$ cat src/rtl/fetch_pc_ctrl.sv
// Fetch-stage PC sequencer: owns the PC / inst SRAM address, holds on stalls and
// unresolved branches, redirects on taken branches (after the delay slot) and exceptions.
module fetch_pc_ctrl #(
    parameter logic [31:0] RESET_ADDR = 32'hBFC00000,
    parameter logic [31:0] EXC_ADDR   = 32'hBFC00380,
    parameter int unsigned BR_TIMEOUT = 15
) (
    input  logic        clk,
    input  logic        resetn,
    input  logic        stall_i,
    input  logic        br_pending_i,
    input  logic        br_valid_i,
    input  logic        br_taken_i,
    input  logic [31:0] br_target_i,
    input  logic        exc_i,
    output logic        inst_sram_en,
    output logic [3:0]  inst_sram_wen,
    output logic [31:0] inst_sram_addr,
    output logic        fe_stall,
    output logic        fe_flush,
    output logic        br_err_o,
    output logic [31:0] stall_cnt_o,
    output logic [1:0]  state_o
);

    typedef enum logic [1:0] {
        BOOT    = 2'd0,
        RUN     = 2'd1,
        BR_WAIT = 2'd2,
        SPARE   = 2'd3
    } state_t;

    localparam logic [7:0] TIMEOUT = 8'(BR_TIMEOUT);

    state_t      state, state_next;
    logic [31:0] pc, pc_next;
    logic [7:0]  wait_cnt, wait_cnt_next;
    logic [31:0] stall_cnt;
    logic        en, stall, flush, err;

    always_ff @(posedge clk) begin
        if (!resetn) begin
            state     <= BOOT;
            pc        <= RESET_ADDR;
            wait_cnt  <= 8'd0;
            stall_cnt <= 32'd0;
        end else begin
            state    <= state_next;
            pc       <= pc_next;
            wait_cnt <= wait_cnt_next;
            if (stall && (state != BOOT) && (stall_cnt != 32'hFFFF_FFFF))
                stall_cnt <= stall_cnt + 32'd1;
        end
    end

    always_comb begin
        state_next    = state;
        pc_next       = pc;
        wait_cnt_next = wait_cnt;
        en            = 1'b1;
        stall         = 1'b0;
        flush         = 1'b0;
        err           = 1'b0;
        case (state)
            BOOT: begin
                en         = 1'b0;
                stall      = 1'b1;
                state_next = RUN;
            end
            BR_WAIT: begin
                if (exc_i) begin
                    pc_next    = EXC_ADDR;
                    flush      = 1'b1;
                    state_next = RUN;
                end else if (stall_i) begin
                    stall = 1'b1;
                end else if (br_valid_i) begin
                    pc_next    = br_taken_i ? br_target_i : pc + 32'd4;
                    state_next = RUN;
                end else if (wait_cnt == TIMEOUT) begin
                    // Give up on decode and fall through past the delay slot
                    pc_next    = pc + 32'd4;
                    err        = 1'b1;
                    state_next = RUN;
                end else begin
                    stall         = 1'b1;
                    wait_cnt_next = wait_cnt + 8'd1;
                end
            end
            default: begin
                // RUN, and the unreachable spare encoding behaves as RUN
                state_next = RUN;
                if (exc_i) begin
                    pc_next = EXC_ADDR;
                    flush   = 1'b1;
                end else if (stall_i) begin
                    stall = 1'b1;
                end else if (br_pending_i) begin
                    pc_next       = pc + 32'd4;
                    wait_cnt_next = 8'd0;
                    state_next    = BR_WAIT;
                end else begin
                    pc_next = pc + 32'd4;
                end
            end
        endcase
        if (!resetn) begin
            en    = 1'b0;
            stall = 1'b1;
            flush = 1'b0;
            err   = 1'b0;
        end
    end

    assign inst_sram_en   = en;
    assign inst_sram_wen  = 4'b0000;
    assign inst_sram_addr = pc;
    assign fe_stall       = stall;
    assign fe_flush       = flush;
    assign br_err_o       = err;
    assign stall_cnt_o    = stall_cnt;
    assign state_o        = state;

endmodule

$ cat config.mk
export PLATFORM = sky130hd
export DESIGN_NAME = fetch_pc_ctrl
export DESIGN_NICKNAME = d
export VERILOG_FILES = /design/src/rtl/fetch_pc_ctrl.sv
export SDC_FILE = /design/constraint.sdc
export NUM_CORES = 1
export LEC_CHECK = 0
export CAP_MARGIN = 25
export CORE_ASPECT_RATIO = 1.5
export CORE_MARGIN = 2
export CORE_UTILIZATION = 50
export DETAILED_ROUTE_END_ITERATION = 10
export GPL_ROUTABILITY_DRIVEN = 0
export GPL_TIMING_DRIVEN = 0
export MAX_ROUTING_LAYER = met4
export PLACE_DENSITY = 0.81
export SLEW_MARGIN = 20
export SYNTH_ARGS = -nofsm -noshare
export SYNTH_HDL_FRONTEND = slang
export SYNTH_SLANG_ARGS = --single-unit
$ cat constraint.sdc
create_clock -name clk -period 2.42 [get_ports clk]
set_input_delay 0.363 -clock clk [delete_from_list [all_inputs] [get_ports clk]]
set_output_delay 0.363 -clock clk [all_outputs]
set_load 0.01 [all_outputs]
==> results of run 1 <==
[flip-flops by register name, indices dropped and copies added, names as in the netlist]
name	flops
inst_sram_addr	32
stall_cnt_o	32
wait_cnt	8
state_o	2
[metal layers]
layer	up-vias	GRT usage, %	routed length [um]	share of wire (%)
met5	-	-	0	0
met4	0	16.0	622	4.2
met3	68	6.21	1380	9.2
met2	340	53.6	7420	50
met1	2429	33.5	5530	37
li1	2391	-	-	-
[final cells by class]
class                           instances  share of cell area, %
Buffer                                 40                   3.61
Clock buffer                           11                   4.02
Clock inverter                          5                  0.498
Inverter                                7                  0.435
Multi-Input combinational cell        439                   46.4
Sequential cell                        74                   24.6
Tap cell                              110                   2.28
Timing Repair Buffer                  111                   18.2
[path summary, 6_finish.rpt]
check                         start            endpoint  slack (ns)  cells past startpoint
setup reg to reg         state_o[1]  inst_sram_addr[13]       0.002                      7
hold / removal    inst_sram_addr[0]   inst_sram_addr[0]        0.48                      2
setup / recovery         state_o[1]  inst_sram_addr[13]       0.002                      7
hold reg to reg   inst_sram_addr[0]   inst_sram_addr[0]        0.48                      2
[synth_stat cells, types with 4 or more instances]
cell,count,share of area [%]
or4_1,19,3.2
inv_1,7,0.59
o211ai_1,4,0.68
a41oi_1,4,0.79
mux2i_1,9,2.0
nand4_1,25,3.5
a22o_1,6,1.2
o21ai_0,34,3.8
a21oi_1,45,5.1
a2111oi_0,4,0.79
or3_1,14,2.0
nand2b_1,10,1.4
buf_2,6,0.68
xor2_1,13,2.6
a22oi_1,4,0.68
nand3_1,25,2.8
o31ai_1,16,2.7
nor4_1,11,1.6
clkbuf_1,28,2.4
buf_4,4,0.68
nor3_1,9,1.0
and4_1,9,1.8
and3_1,11,1.6
o22ai_1,4,0.56
nand2_1,49,4.2
a211oi_1,5,0.85
dfxtp_1,74,33
nor2_1,42,3.6
and2_1,6,0.85
[metrics by stage]
step,instance area [um2],utilization (%),hold WS [ns],power [W],worst slack (ns)
after floorplan,4440,-,0.485,0.00139,0.319
after detailed placement,5650,64.8,0.473,0.00153,-0.604
after CTS,5990,68.7,0.481,0.00278,0.0141
after global placement,5650,64.8,0.469,0.00153,-0.598
final,6040,69.2,0.478,0.00279,0.00204
after global routing,6040,69.2,0.514,0.00287,-0.180
[report_power, final]
group	total, W	switching [W]	internal (W)
clock	0.00126	0.000547	0.000717
sequential	0.00125	0.0000170	0.00123
combinational	0.000284	0.000149	0.000135
[timing repair]
action                     CTS  global route
hold endpoints to repair     0             0
gates resized for setup     23            19
pin swaps                    2             1
buffers inserted             3             1
setup endpoints to repair    8            36
[kinds of logic after synthesis]
| family | share of synthesized area (%) |
|---|---|
| other | 0.0846 |
| DFF | 33.4 |
| xor gates and xnor gates | 2.57 |
| AOI/OAI and AO/OA | 24.6 |
| and+or+nand+nor | 31.5 |
| adders and majority gates | 0.847 |
| muxes | 2.03 |
| buffers and inverters | 5.00 |
[worst max-delay path, cell delays in order, from the launching register on]
cell	delay (ns)
dfxtp_1	0.48
nor3b_1	0.29
and3_1	0.19
clkbuf_1	0.25
clkbuf_2	0.35
nand2_1	0.11
a2111oi_0	0.57
a21o_1	0.13
==> impl_metrics.csv, run 1 <==
group,metric,value,unit
synth,ys_warn_count,0,
timing,setup_tns,0,ns
run_status,outcome,"finished, final reports clean",
clocking,clockBufferDepth,2,
clocking,root_buffer,"clkbuf_16",
detailed_routing,drc,0,
synth,syn_area,4430,um2
grt,antenna_found_initial,0,
timing,timing.final.hold_violations,0,
power_and_ir_drop,pwr_density_cell,463,nW/um2
power_and_ir_drop,irDropWorstVdd,0.542,mV
finish,antenna_cells,0,
timing,finalMaxSlewViolations,0,
synth,synthesis.area_per_instance,7.93,um2
setup_path,start_kind,"flip-flop",
clocking,htreeDepth,3,
detailed_routing,routed_wl,15000,um
finish,layout.area.seq,1480,um2
timing,finalCriticalPeriod,2.42,ns
timing,worst_pin_slew,0.660,ns
synth,syn_inst,559,
power_and_ir_drop,p_leak,1.97,nW
synth,ys_types,67,
finish,area_delta_synth_final,36.2,%
finish,layout.cells.non_filler,797,
timing,fin_skew,0.00928,ns
clocking,clock_latency,0.35,ns
floorplan,die_w,80.9,um
placed_design,portBuffers,107,
grt,track_usage,31.3,%
finish,finalNetCount,724,
finish,fillerInstances,757,
floorplan,dieHeight,119,um
placed_design,dp_hpwl,10400,um
timing,fin_crit_sh,99.9,%
detailed_routing,drt_iter0_drc,547,
clocking,cts_buffers,9,
finish,final_cell_mix,"clkdlybuf4s50_1, dfxtp_1, nand2_1, a21oi_1, nor2_1",
setup_path,cp_data_required_time,2.71,ns
timing,slew_headroom,55.7,%
setup_path,criticalPathCategory,"reg -> reg",
floorplan,die_area,9650,um2
clocking,cts_sinks,74,
floorplan,coreArea,8720,um2
synth,synth_ff_type,"dfxtp_1",
setup_path,crit_arrival,2.71,ns
grt,grt-ovfl-total,0,
detailed_routing,ant_nets,0,
synth,synth.ff_latch_count,74,
timing,fmax,0.414,GHz
run,drv_cap,0,
synth,seq_area_frac_synth,33.4,%
floorplan,ioPinCount,113,
synth,async_reset_ff_share,0,%
clocking,path_clk_slew,0.06,ns
finish,multi_input_area,2800,um2
detailed_routing,drt-wirelength-per-cell,18.8,um
floorplan,rows,42,
setup_path,end_kind,"flip-flop",
detailed_routing,vias,5228,
grt,grt_pass1_wl,23200,um
detailed_routing,viasPerCell,6.56,
grt,grt_pass1_vias,4976,
synth,synth-edff-count,0,
min_path,hp-class,"reg -> reg",
detailed_routing,drtPass1Iterations,6,
clocking,ctsHoldBuffers,0,
timing,setup-violations-final,0,
finish,mostFrequentLayoutCell,"clkdlybuf4s50_1",
clocking,tritoncts,"yes",
floorplan,initial_core_util,50.8,%
placed_design,dpl.cell_count,779,
setup_path,critPathMaxFanout,10,
finish,drive_above_1_share,9.75,%
grt,grt_max_degree,13,
Power figures use the tool's default switching activity.
==> run 2: changes to the inputs <==
CAP_MARGIN = not set   (was 25)
CORE_MARGIN = not set   (was 2)
MAX_ROUTING_LAYER = not set   (was met4)
==> impl_metrics.csv, run 2 (synthesized netlist as in run 1, its figures left out) <==
group,metric,value,unit
min_path,whs_path_depth,2,
setup_path,r2r_slack,0.12,ns
timing,slew_headroom,55.5,%
finish,final_cell_mix,"clkdlybuf4s50_1, dfxtp_1, nand2_1, a21oi_1, nor2_1",
detailed_routing,routed_wl,14900,um
floorplan,coreArea,8520,um2
power_and_ir_drop,power,0.00276,W
power_and_ir_drop,pwr-share-clk,44.7,%
grt,grt_util_met1,35.2,%
detailed_routing,drtPass1Iterations,5,
clocking,cts_sinks,74,
min_path,hp-class,"reg -> reg",
clocking,cts_buffers,9,
setup_path,path_delay_family,"buffers and inverters",
power_and_ir_drop,irDropWorstVdd,0.381,mV
detailed_routing,viasPerCell,6.51,
setup_path,start_kind,"input pin",
finish,post-route-util,70.8,%
floorplan,dieHeight,117,um
setup_path,worst_path_max_delay_cell,"clkdlybuf4s50_1",
clocking,clockBufferDepth,2,
setup_path,r2r_end,"inst_sram_addr[25]",
timing,timing.final.hold_violations,0,
placed_design,portBuffers,107,
floorplan,die_area,9250,um2
placed_design,dp_hpwl,10400,um
setup_path,timing.critical_path.mode_cell,"clkdlybuf4s50_1",
grt,grt_pass1_wl,23700,um
floorplan,die_w,78.9,um
finish,area_delta_synth_final,36.1,%
grt,track_usage,33.0,%
timing,fin_crit_sh,96.5,%
power_and_ir_drop,seqPwrFrac,45.1,%
finish,antenna_cells,0,
power_and_ir_drop,p_comb_share,10.2,%
power_and_ir_drop,p_leak,1.98,nW
setup_path,critPathMaxFanout,10,
timing,finalCriticalPeriod,2.33,ns
min_path,hold_end,"inst_sram_addr[0]",
clocking,htreeDepth,3,
setup_path,cp_data_required_time,2.06,ns
grt,gr-max-usage-layer,"met2",
grt,antenna_found_initial,0,
power_and_ir_drop,intPower,0.00208,W
setup_path,crit_arrival,1.97,ns
grt,grt_use_met3,6.51,%
detailed_routing,drc,0,
grt,met2_usage,58.2,%
setup_path,criticalPathCategory,"in -> out",
placed_design,place_ws,-0.659,ns
power_and_ir_drop,switchingPower,0.000681,W
floorplan,rows,41,
timing,finalMaxSlewViolations,0,
finish,mostFrequentLayoutCell,"clkdlybuf4s50_1",
timing,setup-violations-final,0,
detailed_routing,drt-wirelength-per-cell,18.8,um
clocking,root_buffer,"clkbuf_16",
floorplan,initial_core_util,52.0,%
run,drv_cap,0,
detailed_routing,ant_nets,0,
finish,drive_above_1_share,9.49,%
detailed_routing,drt_iter0_drc,543,
setup_path,r2r_start,"inst_sram_addr[11]",
power_and_ir_drop,pwr_density_cell,458,nW/um2
run_status,outcome,"finished, final reports clean",
finish,finalNetCount,722,
grt,grt_max_degree,12,
clocking,path_clk_slew,0.05,ns
timing,worst_pin_slew,0.667,ns
grt,grt_pass1_vias,4924,
clocking,clock_latency,0.34,ns
timing,final.setup.worst_slack,0.0856,ns
setup_path,path_buf_inv,4,
timing,rsz0062_at_grt,"false",
setup_path,reg2regPathDepth,6,
clocking,tritoncts,"yes",
setup_path,crit_chain,"clkdlybuf4s50_1 -> inv_2 -> clkbuf_8 -> nor2_4 -> and2_1 -> clkdlybuf4s50_1",
setup_path,critPathMaxStageDelay,0.53,ns
timing,fin_skew,0.00649,ns
power_and_ir_drop,sw_frac_of_total,24.7,%
detailed_routing,vias,5155,
floorplan,ioPinCount,113,
timing,setup_tns,0,ns
timing,fmax,0.428,GHz
grt,grt-ovfl-total,0,
min_path,hold_start,"inst_sram_addr[0]",
setup_path,end_kind,"output pin",
## run 2: timing repair
action / 4_1_cts / 5_1_grt
buffers inserted: 2 / 1
pin swaps: 1 / 2
gates resized for setup: 26 / 18
endpoints found under the setup margin: 13 / 35
hold buffers: 0 / 0
## run 2: tightest hold or removal path, stage by stage, from the launching register on
cell and delay, ns:
dfxtp_1 0.31, o21ai_0 0.07, a21oi_1 0.06
## run 2: how the worst max path moves through the flow
stage,start,endpoint,slack [ns],depth (start not counted)
2_1_floorplan,exc_i,stall_cnt_o[11],0.32,7
3_3_place_gp,resetn,fe_stall,-0.63,5
3_5_place_dp,resetn,fe_stall,-0.66,5
4_1_cts,wait_cnt[4],fe_stall,-0.15,6
5_1_grt,state_o[0],stall_cnt_o[23],0.01,7
6_report,resetn,fe_flush,0.09,6
## run 2: final cells by class
class | instances | area, um2
clock buffer | 13 | 250
sequential | 74 | 1480
clock inverter | 3 | 15.0
timing repair buffer | 110 | 1090
buffer | 39 | 210
fill | 724 | 2480
inverter | 7 | 26.3
multi-input combinational | 439 | 2820
tap | 107 | 134
## run 2: per-layer routing
metal	routed length [um]	share of wire, %
met1	5590	37
met3	1240	8.3
met5	0	0
met4	640	4.3
met2	7460	50
## run 2: power groups by stage
stage / sequential (W) / combinational [W] / clock, W
after floorplan: 0.00128 / 0.000118 / 0
after global placement: 0.00127 / 0.000259 / 0
after detailed placement: 0.00127 / 0.000263 / 0
after CTS: 0.00125 / 0.000277 / 0.00123
after global routing: 0.00125 / 0.000301 / 0.00130
final: 0.00125 / 0.000281 / 0.00123
## run 2: per-stage QoR
stage	hold slack [ns]	cells	area, um2
2_1_floorplan	0.485	562	4440
3_3_place_gp	0.469	776	5650
3_5_place_dp	0.477	776	5650
4_1_cts	0.486	794	6000
5_1_grt	0.493	792	6030
6_report	0.484	792	6030
==> run 3: changes to the inputs <==
CTS_CLUSTER_SIZE = 16   (was not set)
clock period = 2.23 ns   (was 2.42 ns; I/O delays follow)
==> impl_metrics.csv, run 3 (synthesized netlist as in run 1, its figures left out) <==
group,metric,value,unit
floorplan,initial_core_util,52.0,%
finish,antenna_cells,0,
power_and_ir_drop,p_leak,2.10,nW
setup_path,start_kind,"flip-flop",
timing,timing.final.hold_violations,0,
setup_path,timing.critical_path.mode_cell,"buf_6",
finish,fillerInstances,694,
clocking,cts_buffers,9,
floorplan,dieHeight,117,um
finish,area_delta_synth_final,40.7,%
setup_path,path_delay_family,"compound AO/OA/AOI/OAI gates",
finish,drive_above_1_share,13.7,%
detailed_routing,drc,0,
clocking,path_clk_slew,0.06,ns
timing,rsz0062_at_grt,"true",
floorplan,rows,41,
power_and_ir_drop,irDropWorstVdd,0.413,mV
timing,setup_tns,-0.00299,ns
detailed_routing,drt_iter0_drc,487,
detailed_routing,vias,5272,
timing,fin_skew,0.00863,ns
run,drv_cap,0,
floorplan,ioPinCount,113,
setup_path,path_buf_inv,2,
finish,mostFrequentLayoutCell,"clkdlybuf4s50_1",
floorplan,coreArea,8520,um2
setup_path,worst_path_max_delay_cell,"dfxtp_4",
finish,finalNetCount,724,
setup_path,critPathMaxStageDelay,0.37,ns
setup_path,crit_arrival,1.90,ns
timing,final.setup.worst_slack,-0.00252,ns
detailed_routing,drtPass1Iterations,8,
timing,finalCriticalPeriod,2.23,ns
grt,grt-ovfl-total,0,
timing,setup-violations-final,2,
timing,fmax,0.448,GHz
setup_path,end_kind,"output pin",
floorplan,die_w,78.9,um
setup_path,critPathMaxFanout,5,
setup_path,crit_chain,"ha_4 -> and3_4 -> a21oi_2 -> a211oi_2 -> buf_6 -> nand2_4 -> buf_6",
timing,fin_crit_sh,100,%
run_status,outcome,"complete, but fails checks",
clocking,root_buffer,"clkbuf_16",
timing,slew_headroom,56.4,%
clocking,clock_latency,0.34,ns
power_and_ir_drop,pwr_density_cell,483,nW/um2
clocking,tritoncts,"yes",
detailed_routing,drt-wirelength-per-cell,19.3,um
grt,antenna_found_initial,0,
detailed_routing,viasPerCell,6.64,
grt,grt_pass1_wl,23900,um
clocking,cts_sinks,74,
clocking,htreeDepth,3,
finish,fin_area,6230,um2
placed_design,portBuffers,107,
grt,grt_pass1_vias,4957,
placed_design,dp_hpwl,10400,um
setup_path,criticalPathCategory,"reg -> out",
clocking,ctsHoldBuffers,0,
detailed_routing,ant_nets,0,
timing,worst_pin_slew,0.652,ns
setup_path,cp_data_required_time,1.90,ns
run_status,violations,"negative setup slack",
detailed_routing,routed_wl,15400,um
finish,layout.area.seq,1500,um2
clocking,clockBufferDepth,2,
placed_design,placed_cell_area,5650,um2
grt,track_usage,33.3,%
timing,finalMaxSlewViolations,0,
finish,multi_input_area,2960,um2
grt,grt_max_degree,12,
floorplan,die_area,9250,um2
finish,final_cell_mix,"clkdlybuf4s50_1, dfxtp_1, nand2_1, a21oi_1, nor2_1",
min_path,hp-class,"in -> reg",
[run 3: cell count changes in the layout (fill, tap and decap cells not counted), sizes merged]
| cell | before | now |
|---|---|---|
| clkdlybuf4s15 | 0 | 1 |
| dlygate4sd2 | 1 | 2 |
| buf | 17 | 21 |
| clkbuf | 39 | 37 |
| clkdlybuf4s50 | 104 | 102 |
[run 3: path summary, 6_finish.rpt]
kind	depth (start not counted)	end	from	slack, ns
worst max-delay path	7	fe_stall	wait_cnt[1]	-0.003
worst min-delay path	4	state_o[1]	exc_i	0.48
worst max register to register	6	inst_sram_addr[10]	wait_cnt[7]	0.01
worst min register to register	2	inst_sram_addr[0]	inst_sram_addr[0]	0.48
[run 3: timing repair]
| action | 4_1_cts | 5_1_grt |
|---|---|---|
| pin swaps | 2 | 8 |
| endpoints found under the setup margin | 62 | 55 |
| gates resized for setup | 51 | 48 |
| setup buffers | 3 | 4 |
[run 3: stage by stage]
step                instances  setup slack, ns  hold slack [ns]  total power (W)  utilization (%)
finish                    794         -0.00252            0.481          0.00301             73.2
floorplan                 562            0.157            0.469          0.00151                -
detailed placement        776           -0.792            0.477          0.00167             66.3
CTS                       793          0.00505            0.480          0.00299             71.3
global placement          776           -0.760            0.469          0.00166             66.3
global route              794          -0.0998            0.493          0.00310             73.2
[run 3: area by class of cell]
| class | instances | share of cell area [%] |
|---|---|---|
| Sequential cell | 74 | 24.0 |
| Timing Repair Buffer | 114 | 18.1 |
| Multi-Input combinational cell | 439 | 47.5 |
| Tap cell | 107 | 2.15 |
| Buffer | 37 | 3.57 |
| Inverter | 7 | 0.422 |
| Clock inverter | 3 | 0.241 |
| Clock buffer | 13 | 4.02 |
[run 3: where the power goes]
| group | internal, W | leakage [nW] | switching [W] |
|---|---|---|---|
| registers | 0.00133 | 0.603 | 0.0000177 |
| logic | 0.000146 | 1.37 | 0.000168 |
| clock network | 0.000779 | 0.133 | 0.000564 |
| total | 0.00226 | 2.10 | 0.000749 |
[run 3: per-layer routing]
layer  track usage [%]  wire, um  up-vias  part of all wire [%]
met4              23.6       656        0                   4.3
li1                  -         -     2397                     -
met1              36.3      5770     2509                    38
met2              58.3      7770      302                    51
met3              5.58      1160       64                   7.6
met5                 0         0        -                     0
[run 3: worst min-delay path: cells and delay by family]
family | cells | cell delay (ns)
buffers and inverters | 1 | 0.18
AND/OR/NAND/NOR | 2 | 0.18
AO/OA/AOI/OAI | 1 | 0.06
